## src/rtl/score_pkg.sv

```systemverilog
// Shared types and widths for the score player: sequencer states and note/length field sizes.
package score_pkg;

  localparam int unsigned NoteW = 5;
  localparam int unsigned LenW  = 2;

  localparam logic [NoteW-1:0] REST_NOTE = 5'd0;

  typedef enum logic [2:0] {
    StIdle,
    StFetch,
    StLoad,
    StPlay,
    StGap,
    StAdvance,
    StDone
  } state_e;

endpackage

```

## src/rtl/beat_timer.sv

```systemverilog
// Note-duration timer: counts BEAT_CYCLES clocks per beat and flags the final cycle of
// a note lasting len+1 beats.
module beat_timer
  import score_pkg::*;
#(
  parameter int unsigned BEAT_CYCLES = 12500000
) (
  input  logic            clk,
  input  logic            reset,
  input  logic            load,
  input  logic [LenW-1:0] len,
  input  logic            en,
  output logic            last
);

  // A single-cycle beat still needs one counter bit to keep the ports legal.
  localparam int unsigned CycW = (BEAT_CYCLES > 1) ? $clog2(BEAT_CYCLES) : 1;
  localparam logic [CycW-1:0] CycLast = CycW'(BEAT_CYCLES - 1);

  logic [CycW-1:0] cyc_q, cyc_d;
  logic [LenW-1:0] beat_q, beat_d;
  logic            cyc_wrap;

  assign cyc_wrap = (cyc_q == CycLast);

  always_comb begin
    cyc_d  = cyc_q;
    beat_d = beat_q;
    if (load) begin
      cyc_d  = '0;
      beat_d = '0;
    end else if (en) begin
      cyc_d = cyc_wrap ? '0 : cyc_q + 1'b1;
      if (cyc_wrap) begin
        beat_d = beat_q + 1'b1;
      end
    end
  end

  always_ff @(posedge clk) begin
    if (reset) begin
      cyc_q  <= '0;
      beat_q <= '0;
    end else begin
      cyc_q  <= cyc_d;
      beat_q <= beat_d;
    end
  end

  assign last = en && cyc_wrap && (beat_q == len);

endmodule

```

## src/rtl/score_player.sv

```systemverilog
// Score sequencer: walks the score memory, holds each note for its encoded length, inserts an
// articulation gap, and supports one-shot or looped playback.
module score_player
  import score_pkg::*;
#(
  parameter int unsigned audio_len   = 6,
  parameter int unsigned BEAT_CYCLES = 12500000,
  parameter int unsigned GAP_CYCLES  = 1250000
) (
  input  logic                 clk,
  input  logic                 reset,
  input  logic                 start,
  input  logic                 stop,
  input  logic                 loop,
  input  logic                 Done_gen_score,
  input  logic [NoteW-1:0]     note,
  input  logic [LenW-1:0]      length,
  output logic [audio_len-1:0] score_noteAdr,
  output logic [NoteW-1:0]     play_note,
  output logic                 note_on,
  output logic                 playing,
  output logic                 done
);

  localparam int unsigned GapW = (GAP_CYCLES > 0) ? $clog2(GAP_CYCLES + 1) : 1;
  localparam logic [GapW-1:0]      GapLast = GapW'(GAP_CYCLES - 1);
  localparam logic [audio_len-1:0] AdrLast = '1;

  state_e               state_q, state_d;
  logic [LenW-1:0]      cur_len_q, cur_len_d;
  logic [GapW-1:0]      gap_q, gap_d;
  logic [audio_len-1:0] adr_q, adr_d;
  logic [NoteW-1:0]     play_note_q, play_note_d;
  logic                 note_on_q, note_on_d;
  logic                 playing_q, playing_d;
  logic                 done_q, done_d;
  logic                 beat_last;

  beat_timer #(
    .BEAT_CYCLES(BEAT_CYCLES)
  ) u_beat_timer (
    .clk  (clk),
    .reset(reset),
    .load (state_q == StLoad),
    .len  (cur_len_q),
    .en   (state_q == StPlay),
    .last (beat_last)
  );

  always_ff @(posedge clk) begin
    if (reset) begin
      state_q     <= StIdle;
      cur_len_q   <= '0;
      gap_q       <= '0;
      adr_q       <= '0;
      play_note_q <= '0;
      note_on_q   <= 1'b0;
      playing_q   <= 1'b0;
      done_q      <= 1'b0;
    end else begin
      state_q     <= state_d;
      cur_len_q   <= cur_len_d;
      gap_q       <= gap_d;
      adr_q       <= adr_d;
      play_note_q <= play_note_d;
      note_on_q   <= note_on_d;
      playing_q   <= playing_d;
      done_q      <= done_d;
    end
  end

  always_comb begin
    state_d = state_q;
    unique case (state_q)
      StIdle:    if (start && Done_gen_score) state_d = StFetch;
      StFetch:   state_d = StLoad;
      StLoad:    state_d = StPlay;
      StPlay:    if (beat_last) state_d = (GAP_CYCLES == 0) ? StAdvance : StGap;
      StGap:     if (gap_q == GapLast) state_d = StAdvance;
      StAdvance: state_d = ((adr_q != AdrLast) || loop) ? StFetch : StDone;
      StDone:    state_d = StIdle;
      default:   state_d = StIdle;
    endcase
    // Abort wins over every transition, including a start in idle.
    if (stop) begin
      state_d = StIdle;
    end
  end

  always_comb begin
    adr_d       = adr_q;
    play_note_d = play_note_q;
    cur_len_d   = cur_len_q;
    gap_d       = '0;
    unique case (state_q)
      StLoad: begin
        if (!stop) begin
          play_note_d = note;
          cur_len_d   = length;
        end
      end
      StGap:     gap_d = gap_q + 1'b1;
      StAdvance: begin
        if (adr_q != AdrLast) begin
          adr_d = adr_q + 1'b1;
        end else if (loop) begin
          adr_d = '0;
        end
      end
      default: ;
    endcase
    if (state_d == StIdle) begin
      adr_d = '0;
    end
    note_on_d = (state_d == StPlay) &&
                ((state_q == StLoad) ? (note != REST_NOTE) : note_on_q);
    playing_d = !((state_d == StIdle) || (state_d == StDone));
    done_d    = (state_d == StDone);
  end

  assign score_noteAdr = adr_q;
  assign play_note     = play_note_q;
  assign note_on       = note_on_q;
  assign playing       = playing_q;
  assign done          = done_q;

endmodule

```

## config.mk

```make
export PLATFORM = sky130hd
export DESIGN_NAME = score_player
export DESIGN_NICKNAME = d
export VERILOG_FILES = /design/src/rtl/score_pkg.sv /design/src/rtl/beat_timer.sv /design/src/rtl/score_player.sv
export SDC_FILE = /design/constraint.sdc
export NUM_CORES = 1
export LEC_CHECK = 0
export BUFFER_PORTS_ARGS = -buffer_cell sky130_fd_sc_hd__buf_2
export CORE_ASPECT_RATIO = 0.75
export CORE_UTILIZATION = 55
export DETAILED_ROUTE_END_ITERATION = 8
export PLACE_DENSITY = 0.86
export SLEW_MARGIN = 20
export SYNTH_ARGS = -nofsm -noshare
export SYNTH_HDL_FRONTEND = slang
export SYNTH_SLANG_ARGS = --single-unit
```

## constraint.sdc

```tcl
create_clock -name clk -period 2.3 [get_ports clk]
set_input_delay 0.115 -clock clk [delete_from_list [all_inputs] [get_ports clk]]
set_output_delay 0.115 -clock clk [all_outputs]
set_load 0.005 [all_outputs]
```

==> summary.md <==
| Metric | Value |
|---|---|
| Worst slew pin tran | 719 ps |
| CTS Sinks | 66 |
| Post-Syn Area | 3030 sq um |
| Layout cells sized above 1 | 0.141 |
| Worst reg2reg startpoint | state_q[2] |
| H-tree Lvls | 3 |
| Number of routed nets with antenna violations | 0 |
| Clock Skew | ~9 ps |
| Num rows | 22 |
| Async SR Flop Fraction | 0 |
| Cell family contributing the most delay on the critical path | simple AND/OR/NAND/NOR gates |
| Register area share after synthesis | 0.437 |
| Highest clock rate | 490 MHz |
| Routed vias/inst | approximately 5.5 |
| I/O pins | 27 |
| End of the critical path | u_beat_timer.cyc_q[8] |
| Hold buffers post-CTS | 1 |
| Initial antenna violation count | 0 |
| Gp weighted congestion | 0.776 |
| Vias in the first global route | 2231 |
| Hold Violations, Final | 0 |
| Starting density of the core | 0.594 |
| Core area | around 5100 sq um |
| Crit path required time | 2510 ps |
| Critical Path Max Stage Delay | around 440 ps |
| Placed cell areas | 3230 sq um |
| Max-slew violations | 0 |
| Syn nets | 361 |
| CTS Buf Count | 9 |
| Fin nets | 395 |
| Routed wl met3 | between 400 and 500 um |
| Reg2reg end | u_beat_timer.cyc_q[8] |
| PortBufs | 26 |
| Yosys warnings | 0 |
| CP max FO | 23 |
| Global route total overflow | 0 |
| Internal reg-to-reg setup slack | 260 ps |
| DR WL/cell | 13.5 um |
| Drt first pass iters | 5 |
| Post-synthesis register bit count | 66 |
| CP Cell Sequence | nand4b_1 > nor3_1 > nand3_1 > nand2b_2 > nor2_1 |
| Worst hold path startpoint | note[2] |
| Post-synth EDFFs | 0 |
| Clk pin slew, worst setup/hold paths | 60 ps |
| Nature of the critical path endpoint | register |
| Largest net degree at the start of global routing | 24 |
| CTS resizes | 0 |
| # diodes | 0 |
| Post-synth top flop | dfxtp_1 |
| CTS tree | yes |
| Total global-route track usage | 0.237 |
| Remaining DRCs | 0 |
| Max-cap violations | 0 |
| Chip width | between 80 and 90 um |
| CP startpoint kind | register |
| Design area | around 3400 sq um |
| DR iter-0 viols | roughly 190 |
| Clock Path Buffers | 2 |
| Root buf cell | clkbuf_8 |
| Die H | 66.2 um |
| Reg2reg path depth | 5 |
| CP Launch Point | state_q[2] |
| Slew HR | 0.518 |
| Worst min path class | in2reg |
| Min cycle time layout | around 2000 ps |
| Highest routed layer | met4 |
| Synth Instances | about 350 |
| Skew-Pair Late Insertion Delay | 350 ps |
| DP HPWL | between 4 and 5 mm |
| Metal2 WL | approximately 2.6 mm |
| First-pass GRT wire length | 10.4 mm |
| Post-synth cell types | 47 |
| Synthesis-to-finish area growth | 12.8% |
| Vias post-DR | 2512 |
| Total Wirelength | between 6 and 7 mm |
| Finish-stage setup viols | 0 |
| Setup Buffers After CTS | 0 |
| Final worst path period share | 0.887 |
| Max VDD drop | ~0.00037 V |
| RSZ-0062 raised after global routing | false |
| Critical-path top delay cell | nor3_1 |
| Worst Path Buf+Inv | 0 |
| Die ar. | 5800 sq um |
| M1 WL | 3.08 mm |
| PwrDens | between 500 and 600 nW/um^2 |
| Status | finished, final reports clean |
| Arrival @ worst endpoint | between 2000 and 2500 ps |
| Levels on crit path | 5 |
| Setup TNS | 0 ps |
| Crit Path Category | reg2reg |
| Static Leak | roughly 1.2 nW |
| Syn Area/Cell | 8.77 sq um |
-- kinds of logic (layout without fill, tap and decap cells) --
group,Yosys count,in the layout,synth area share
AO/OA/AOI/OAI,29,29,0.0612
multiplexers,7,7,0.0232
adder cells (fa/ha/maj),3,3,0.0124
flip-flops,66,66,0.437
buffers and inverters,15,53,0.0240
XOR/XNOR,44,44,0.127
AND/OR/NAND/NOR,181,181,0.315
-- metal layers --
metal,GRT usage,vias to the layer above
li1,-,1263
met4,0.0676,0
met5,0,-
met2,0.345,77
met1,0.328,1161
met3,0.0861,11
-- Yosys cell counts (3+ instances only) --
library cell / number / area [sq um]
nand2_1: 24 / 90.1
clkbuf_1: 6 / 22.5
and4_1: 3 / 26.3
xor2_1: 30 / 263
nand4_1: 15 / 93.8
nor3_2: 3 / 30.0
mux2i_1: 7 / 70.1
nand2b_1: 3 / 18.8
inv_1: 6 / 22.5
nor3_1: 8 / 40.0
nor2b_1: 3 / 18.8
o21ai_0: 7 / 35.0
dfxtp_1: 66 / 1320
ha_1: 3 / 37.5
and3_1: 10 / 62.6
nand3_1: 21 / 105
nor4_1: 3 / 18.8
xnor2_1: 14 / 123
a21oi_1: 9 / 45.0
nor2_1: 66 / 248
or3_1: 6 / 37.5
-- power breakdown --
part	internal [mW]	total, mW	switching [mW]
sequential	1.15	1.15	0.00199
combinational	0.0191	0.0469	0.0278
clock	0.438	0.848	0.410
total	1.60	2.04	0.440
-- layout by cell type (no fill, tap or decap), drive strengths merged, types with 3 or more instances in the layout --
cell type and n:
buf 31, xnor2 14, dfxtp 66, inv 6, clkbuf 12, nand4 15
mux2i 7, nor2 66, nand2 24, clkinv 3, and3 10, nor4 4
a21oi 9, nor3 12, and4 3, nor2b 3, xor2 30, nand3 21
or3 6, or4b 3, nand2b 4, o21ai 7, ha 3
-- state kept, by name, summed over array words and instances (netlist names) --
register and flops:
u_beat_timer.cyc_q 24, gap_q 21, score_noteAdr 6, play_note 5, state_q 3, cur_len_q 2, u_beat_timer.beat_q 2, done 1
note_on 1, playing 1
-- worst min path at each step --
stage	cells past startpoint	end	slack, ps
floorplan	2	cur_len_q[0]	260
finish	3	play_note[2]	20
global route	3	cur_len_q[1]	30
detailed placement	3	cur_len_q[0]	360
global placement	3	cur_len_q[0]	360
CTS	3	play_note[2]	20
-- final cells by class --
type | count | area [sq um]
clock inverters | 3 | 15.0
fillers | 398 | 1680
inverters | 6 | 22.5
flip-flops and latches | 66 | 1320
clock buffers | 12 | 155
well taps | 72 | 90.1
multi-input cells | 264 | 1630
repair buffers | 32 | 178
-- tightest hold or removal path: cells and delay by family --
kind	cells	cell delay, ps
buf+inv	1	90
simple gates	1	70
mux	1	60
-- through the flow --
stage                     setup slack [ps]  hold slack, ps  cells  utilization  total power [mW]
after floorplan                        589             262    345            -              1.20
after global placement                 414             361    439        0.635              1.22
after detailed placement               287             361    439        0.635              1.22
after CTS                              294            17.1    455        0.670              2.06
after global routing                  60.6            31.0    455        0.670              2.12
final                                  259            21.9    455        0.670              2.04
No activity file was read; power rests on OpenSTA's default activity.
